`src/rtl/seq_mult.sv`:
```
// -----------------------------------------------------------------------------
// seq_mult -- sequential shift-add unsigned multiplier
//
// Computes P = A * B (both W-bit unsigned, 2W-bit product) with one shift-add
// step per clock. A three-state FSM (IDLE, RUN, DONE) sequences the operation.
// A single W-bit adder with carry-out forms each partial sum, so the datapath
// never needs a 2W-bit adder.
//
// Optional feature (compile-time macro):
//   EARLY_TERM_EN - when every multiplier bit still waiting in Q is zero, the
//                   remaining shifts are applied in one cycle and the block
//                   finishes early. When it is undefined, latency is a fixed
//                   W+1 cycles and no early-termination logic exists.
//
// Parameters:
//   W      operand width in bits (8..64); the product is 2*W bits wide
//
// Ports:
//   clk    in   rising-edge clock for all state
//   rst_n  in   asynchronous active-low reset
//   start  in   start request; accepted in IDLE or DONE, ignored in RUN
//   A      in   W-bit multiplicand, sampled only when start is accepted
//   B      in   W-bit multiplier, sampled only when start is accepted
//   busy   out  high exactly while in RUN
//   done   out  one-cycle pulse, high exactly while in DONE
//   P      out  2W-bit registered product, valid from the done cycle until
//               the next accepted start (and held beyond it)
// -----------------------------------------------------------------------------
module seq_mult #(
  parameter int W = 32
) (
  input  logic           clk,
  input  logic           rst_n,
  input  logic           start,
  input  logic [W-1:0]   A,
  input  logic [W-1:0]   B,
  output logic           busy,
  output logic           done,
  output logic [2*W-1:0] P
);

  // Counter holds 0..W, so it needs ceil(log2(W+1)) bits.
  localparam int CW = $clog2(W + 1);

  typedef enum logic [1:0] {
    S_IDLE = 2'd0,
    S_RUN  = 2'd1,
    S_DONE = 2'd2
  } state_t;

  state_t          r_state;
  state_t          w_state_next;

  logic [W-1:0]    r_m;      // latched multiplicand
  logic [W-1:0]    r_acc;    // upper half of the running product
  logic [W-1:0]    r_q;      // lower half; low bits are unconsumed multiplier bits
  logic [CW-1:0]   r_count;  // number of shift-add steps already performed
  logic [2*W-1:0]  r_p;

  logic            w_accept;   // start taken this cycle (IDLE or DONE)
  logic            w_last;     // this RUN cycle performs the W-th step
  logic            w_finish;   // this RUN cycle is the final one
  logic [W-1:0]    w_addend;
  logic [W-1:0]    w_sum;
  logic            w_carry;
  logic [2*W-1:0]  w_step_val; // {ACC,Q} after one ordinary shift-add step
  logic [2*W-1:0]  w_result;   // {ACC,Q} value to load this RUN cycle

  // ---------------------------------------------------------------------------
  // Shift-add datapath
  // ---------------------------------------------------------------------------
  assign w_addend = r_q[0] ? r_m : '0;

  // W-bit add; the extra MSB on each side only exposes the carry-out.
  assign {w_carry, w_sum} = {1'b0, r_acc} + {1'b0, w_addend};

  // {C, sum, Q} shifted right by one and truncated to 2W bits: Q[0] has been
  // consumed and drops off the bottom, the carry becomes the new ACC MSB.
  assign w_step_val = {w_carry, w_sum, r_q[W-1:1]};

  assign w_last = (r_count == CW'(W - 1));

`ifdef EARLY_TERM_EN
  logic [W-1:0]  w_pending_mask; // marks the multiplier bits not yet consumed
  logic [CW-1:0] w_remaining;    // shifts still owed: W - count
  logic          w_early;
  logic [2*W-1:0] w_aligned;

  // After count steps the unconsumed multiplier bits sit in Q[W-1-count:0].
  // If they are all zero, every remaining step would add nothing and just
  // shift, so the whole remainder collapses into one right shift.
  assign w_pending_mask = {W{1'b1}} >> r_count;
  assign w_early        = ((r_q & w_pending_mask) == '0);
  assign w_remaining    = CW'(W) - r_count;
  assign w_aligned      = {r_acc, r_q} >> w_remaining;

  assign w_result = w_early ? w_aligned : w_step_val;
  assign w_finish = w_early | w_last;
`else
  assign w_result = w_step_val;
  assign w_finish = w_last;
`endif

  // ---------------------------------------------------------------------------
  // FSM: state register
  // ---------------------------------------------------------------------------
  // NOTE: sequential state uses non-blocking assignments so every register
  // samples pre-edge values, independent of statement order.
  always_ff @(posedge clk or negedge rst_n) begin
    if (!rst_n) begin
      r_state <= S_IDLE;
    end else begin
      r_state <= w_state_next;
    end
  end

  // ---------------------------------------------------------------------------
  // FSM: next-state and control
  // ---------------------------------------------------------------------------
  // NOTE: every output of this block is given a default first, so no path
  // leaves a signal unassigned and no latch is inferred.
  always_comb begin
    w_state_next = r_state;
    w_accept     = 1'b0;
    case (r_state)
      S_IDLE: begin
        if (start) begin
          w_accept     = 1'b1;
          w_state_next = S_RUN;
        end
      end
      S_RUN: begin
        // start is deliberately not looked at here.
        if (w_finish) begin
          w_state_next = S_DONE;
        end
      end
      S_DONE: begin
        // Back-to-back: a start seen in DONE goes straight to RUN.
        if (start) begin
          w_accept     = 1'b1;
          w_state_next = S_RUN;
        end else begin
          w_state_next = S_IDLE;
        end
      end
      default: begin
        w_state_next = S_IDLE;
      end
    endcase
  end

  // ---------------------------------------------------------------------------
  // Operand, accumulator, counter and product registers
  // ---------------------------------------------------------------------------
  always_ff @(posedge clk or negedge rst_n) begin
    if (!rst_n) begin
      r_m     <= '0;
      r_acc   <= '0;
      r_q     <= '0;
      r_count <= '0;
      r_p     <= '0;
    end else if (w_accept) begin
      r_m     <= A;
      r_q     <= B;
      r_acc   <= '0;
      r_count <= '0;
    end else if (r_state == S_RUN) begin
      {r_acc, r_q} <= w_result;
      r_count      <= r_count + CW'(1);
      // P only moves on the edge that enters DONE, so it holds the previous
      // result through IDLE and through the RUN phase of the next operation.
      if (w_finish) begin
        r_p <= w_result;
      end
    end
  end

  // ---------------------------------------------------------------------------
  // Outputs
  // ---------------------------------------------------------------------------
  // Decoded straight from the state register, so reset clears them at once
  // and busy/done can never be high together.
  assign busy = (r_state == S_RUN);
  assign done = (r_state == S_DONE);
  assign P    = r_p;

endmodule

```
`config.mk`:
```
export PLATFORM = sky130hd
export DESIGN_NAME = seq_mult
export DESIGN_NICKNAME = d
export VERILOG_FILES = /design/src/rtl/seq_mult.sv
export SDC_FILE = /design/constraint.sdc
export NUM_CORES = 1
export LEC_CHECK = 0
export CORE_MARGIN = 2
export CORE_UTILIZATION = 37
export CTS_CLUSTER_DIAMETER = 40
export CTS_CLUSTER_SIZE = 28
export DETAILED_ROUTE_END_ITERATION = 6
export PLACE_DENSITY = 0.61
export SLEW_MARGIN = 20
export SYNTH_ARGS = -nofsm -noshare
export SYNTH_HDL_FRONTEND = slang
export SYNTH_SLANG_ARGS = --single-unit
export TNS_END_PERCENT = 5
```
`constraint.sdc`:
```
create_clock -name clk -period 7.23 [get_ports clk]
set_input_delay 1.446 -clock clk [delete_from_list [all_inputs] [get_ports clk]]
set_output_delay 1.446 -clock clk [all_outputs]
set_load 0.01 [all_outputs]
```
# Word level (Yosys, flattened, before mapping)
# Cells that the tools add are included.
# classes
n_eq_ne,5
reduce_logical,5
n_addsub,2
n_bitwise,1
muxes,13
# op_table
operator,count
$mux 32,5
$add 32x32->33,1
$mux 6,2
$add 6x1->6 const B,1
$eq 6x5->1 const B,1
$pmux 2 s3,1
$mux 2,2
$mux 1,3
$reduce_and 3->1,1
$eq 2x1->1 const B,1
$eq 2x2->1 const B,1
$logic_not 2->1,1
$ne 2x1->1 const B,1
$ne 2x2->1 const B,1
$reduce_and 2->1,1
$reduce_bool 2->1,1
$reduce_or 2->1,1
$not 1->1,1
# word_totals
input_bits,67
ff_bits,168
word_cells,32
output_inout_bits,66

# Logic depth before layout (Yosys ltp)
# logic_depth
ltp_word,5
mapped_depth,11
depth_no_buf,10

# Worst setup path after synthesis
# No wires, ideal clock.
# synth_path
kind,reg-to-output
start,register r_state[1]
end,output port busy
required_ns,5.784
slack_ns,4.427
arrival_time_ns,1.357
n_path_buf,3
path_stages_with_launch,6
cell_sequence,dfrtp_1 -> nand2b_1 -> buf_2 -> inv_2 -> clkbuf_1 -> clkbuf_1
# synth_via
elab_chain_cells,1
# synth_lines
element,line_no,text
from (decl),51,state_t r_state;
from (signal assigned),113,r_state <= w_state_next;
$eq 2x1->1,184,assign busy = (r_state == S_RUN);
to (decl),37,"output logic busy,"
# Every way passes these cells.

# Worst setup path after layout
# layout_path
start,register r_q[0]
end,register r_p[61] (netlist: P[61])
# layout_via
elab_chain_cells,2
# layout_lines
element,line_no,text
from (decl),56,logic [W-1:0] r_q;
from (signal assigned),169,"{r_acc, r_q} <= w_result;"
$mux 32,72,assign w_addend = r_q[0] ? r_m : '0;
$add 32x32->33,75,"assign {w_carry, w_sum} = {1'b0, r_acc} + {1'b0, w_addend};"
to (signal assigned),174,r_p <= w_result;
to (decl),58,logic [2*W-1:0] r_p;
# Every way passes these cells.
# A chain may end at the register's enable or synchronous reset.

==> flow_summary.toml <==
[run_status]
status = "finished, final reports clean"

[pwr]
vdd_drop_max_uv = 274
p_leak_nw = 5.17
p_sw_share_pct = 40.5
internal_power_mw = 2.98
pwr-share-seq_pct = 33.1
p_sw_mw = 2.03
p_per_area_mw_per_mm2 = 468
power_mw = 5.01
p_clk_share_pct = 18.9
power_frac_comb_pct = 48.0

[cts]
clk_latency_ns = 0.43
htreeDepth = 4
clk_path_buf_depth = 2
root_buffer = "clkbuf_16"
hold_buffers = 0
post_cts_resized = 0
tritoncts = "yes"
clkSinkCount = 168
cts.clk_slew.worst_paths_ns = 0.06
cts_made_buffers = 17
post_cts_buffers = 0

[synth]
ys_seq_area_share_pct = 49.0
synth_top_family_by_area = "simple AND/OR/NAND/NOR gates"
syn_inst = 944
synthTopCellsByArea = "dfrtp_1, nand2_1, ha_1, a22oi_1, a22o_1"
syn-num-nets = 1045
synth_edf_count = 0
synthSimpleGateAreaFrac_pct = 22.2
yosys_warnings = 0
ys_top_cells_by_count = "nand2_1, dfrtp_1, clkbuf_1"
synth_mux_area_share_pct = 1.72
synth-compound-area-share_pct = 15.9
syn_area_per_cell_um2 = 9.08
syn_area_mm2 = 0.00858
yosysTopAreaCell = "dfrtp_1"
synth-adder-area-share_pct = 5.05
synth_most_common_cell = "nand2_1"
synth-main-ff-cell = "dfrtp_1"
synth.distinct_cells = 63
synth_xor_area_share_pct = 2.96
synthArstFlopShare_pct = 100
synth_top_area_share_pct = 49.0
synth-seq-cells = 168

[floorplan]
num_rows = 55
die_x_um = 156
die_h_um = 156
core_area_mm2 = 0.0227
initial_utilization_pct = 37.8
pin_count = 133
die_area_mm2 = 0.0244

[job]
maxCapViolations = 0

[worst_setup_path]
crit_fanout = 23
required_ns = 7.54
arrival_ns = 3.75
crit_path_start_kind = "flip-flop"
r2r_end = "P[61]"
r2r_cells = 10
crit_type = "flip-flop to flip-flop"
r2r_setup_slack_ns = 3.79
end_kind = "flip-flop"
reg2reg_from = "r_q[0]"

[cells_and_area]
drive_gt1_share_pct = 6.73
syn2layout_area_growth_pct = 24.7
fin_nets = 1143

[drt]
via_per_inst = 5.23
first_pass_iters = 5
vias = 7015
drc = 0
wirelength_um = 23100
drt_iter0_drc = 446
ant_nets = 0
post_drt_wl_per_cell_um = 17.3

[sta]
slew_violations = 0
fin_crit_sh_pct = 47.6
finalSetupViolations = 0
grt_setup_unrepaired = "no"
max_slew_margin_pct = 38.8
hold_violations = 0
fmax_mhz = 291
worst_pin_slew_ns = 0.919
fin_setup_tns_ns = 0
finClkSkew_ns = 0.0110
finalCriticalPeriod_ns = 3.44

[global_route]
grt_remaining_overflow = 0
grt_pass1_wl_um = 37700
antenna_found_initial = 0
grt_max_degree = 104
track_usage_pct = 19.5
grt_pass1_vias = 7046

[placed_design]
post-dp-hpwl_um = 15300
place.gp.congestion = 0.874
port-buffer-count = 132

[worst_hold_path]
hold_depth = 2
hp-start = "r_m[28]"
hold_path_end = "r_m[28]"
hold_class = "flip-flop to flip-flop"
[layout make-up]
type / count / area [um2]
multi-input cells: 709 / 4120
diodes: 1 / 2.50
inverters: 7 / 26.3
flip-flops and latches: 168 / 4200
well taps: 285 / 357
clock inverters: 14 / 173
fillers: 2193 / 12000
clock buffers: 18 / 429
repair buffers: 139 / 1380
[worst max-delay path by stage]
stage                     from    endpoint  slack, ns
floorplan           r_state[1]        busy       4.43
global placement         start  r_count[2]       3.82
detailed placement       start  r_count[2]       3.77
CTS                     r_q[0]       P[61]       3.78
global route            r_q[0]       P[61]       3.59
finish                  r_q[0]       P[61]       3.79
[power by group through the flow]
stage / clock (mW) / combinational [mW] / sequential, mW
floorplan: 0 / 1.64 / 1.63
global placement: 0 / 2.36 / 1.67
detailed placement: 0 / 2.40 / 1.67
CTS: 0.962 / 2.41 / 1.66
global route: 1.00 / 2.68 / 1.71
finish: 0.948 / 2.40 / 1.66
[worst max-delay path: stages (launching register included)]
cell and delay [ns]:
dfrtp_1 0.63, and2_1 0.27, ha_1 0.21, fa_1 0.41, a21o_1 0.23, a221oi_4 0.42
nor3_2 0.11, o31ai_1 0.42, o22ai_1 0.17, xor2_1 0.18, mux2_2 0.27
[state kept, by name, indices dropped and copies added, names as in the netlist]
register  cells
P            64
r_acc        32
r_count       6
r_m          32
r_q          32
r_state       2
[cells in the final DEF, fill, tap and decap left out, drive strengths merged, types with 2 or more instances in the layout]
| cell type | Yosys | final |
|---|---|---|
| a31oi | 2 | 2 |
| and3 | 6 | 6 |
| inv | 7 | 9 |
| o21a | 4 | 4 |
| bufinv | 0 | 3 |
| a21o | 16 | 16 |
| and4 | 2 | 2 |
| o31ai | 2 | 2 |
| o22ai | 2 | 2 |
| nand2 | 324 | 324 |
| mux2i | 2 | 2 |
| mux2 | 11 | 11 |
| xor2 | 10 | 10 |
| a211oi | 6 | 6 |
| a211o | 8 | 8 |
| clkinvlp | 0 | 5 |
| clkbuf | 35 | 19 |
| a22o | 26 | 26 |
| ha | 33 | 33 |
| clkinv | 0 | 4 |
| nand3 | 7 | 7 |
| nor2b | 5 | 5 |
| or3 | 4 | 4 |
| o21bai | 3 | 3 |
| a22oi | 33 | 33 |
| nand4 | 19 | 19 |
| xnor2 | 19 | 19 |
| o221ai | 2 | 2 |
| o211ai | 6 | 6 |
| buf | 25 | 7 |
| o31a | 3 | 3 |
| clkdlybuf4s50 | 0 | 131 |
| a21oi | 35 | 35 |
| nand2b | 5 | 5 |
| nor3 | 11 | 11 |
| and2 | 32 | 32 |
| o21ai | 29 | 29 |
| nor2 | 27 | 27 |
| dfrtp | 168 | 168 |
[kinds of logic (layout without fill, tap and decap cells)]
family                     after synthesis  after routing
and+or+nand+nor                        446            446
AOI/OAI and AO/OA                      187            187
DFF                                    168            168
buffers and inverters                   67            178
adders and majority gates               34             34
xor gates and xnor gates                29             29
muxes                                   13             13
other                                    0              1
[layer usage]
layer	share of wire [%]	GRT usage, %	routed length (um)
met5	0	0	0
met4	1.3	5.46	303
met3	3.8	3.10	875
met2	46	30.2	10600
met1	49	28.5	11400
[stage by stage]
stage / hold WS, ns / util (%) / cell area, um2 / worst slack (ns) / instances
floorplan: 0.437 / - / 8580 / 4.43 / 944
global placement: 0.450 / 44.4 / 10100 / 3.82 / 1308
detailed placement: 0.459 / 44.4 / 10100 / 3.77 / 1308
CTS: 0.475 / 47.1 / 10700 / 3.78 / 1340
global route: 0.499 / 47.1 / 10700 / 3.59 / 1340
finish: 0.472 / 47.1 / 10700 / 3.79 / 1341
Note: power is estimated with default switching activity, not from simulation.
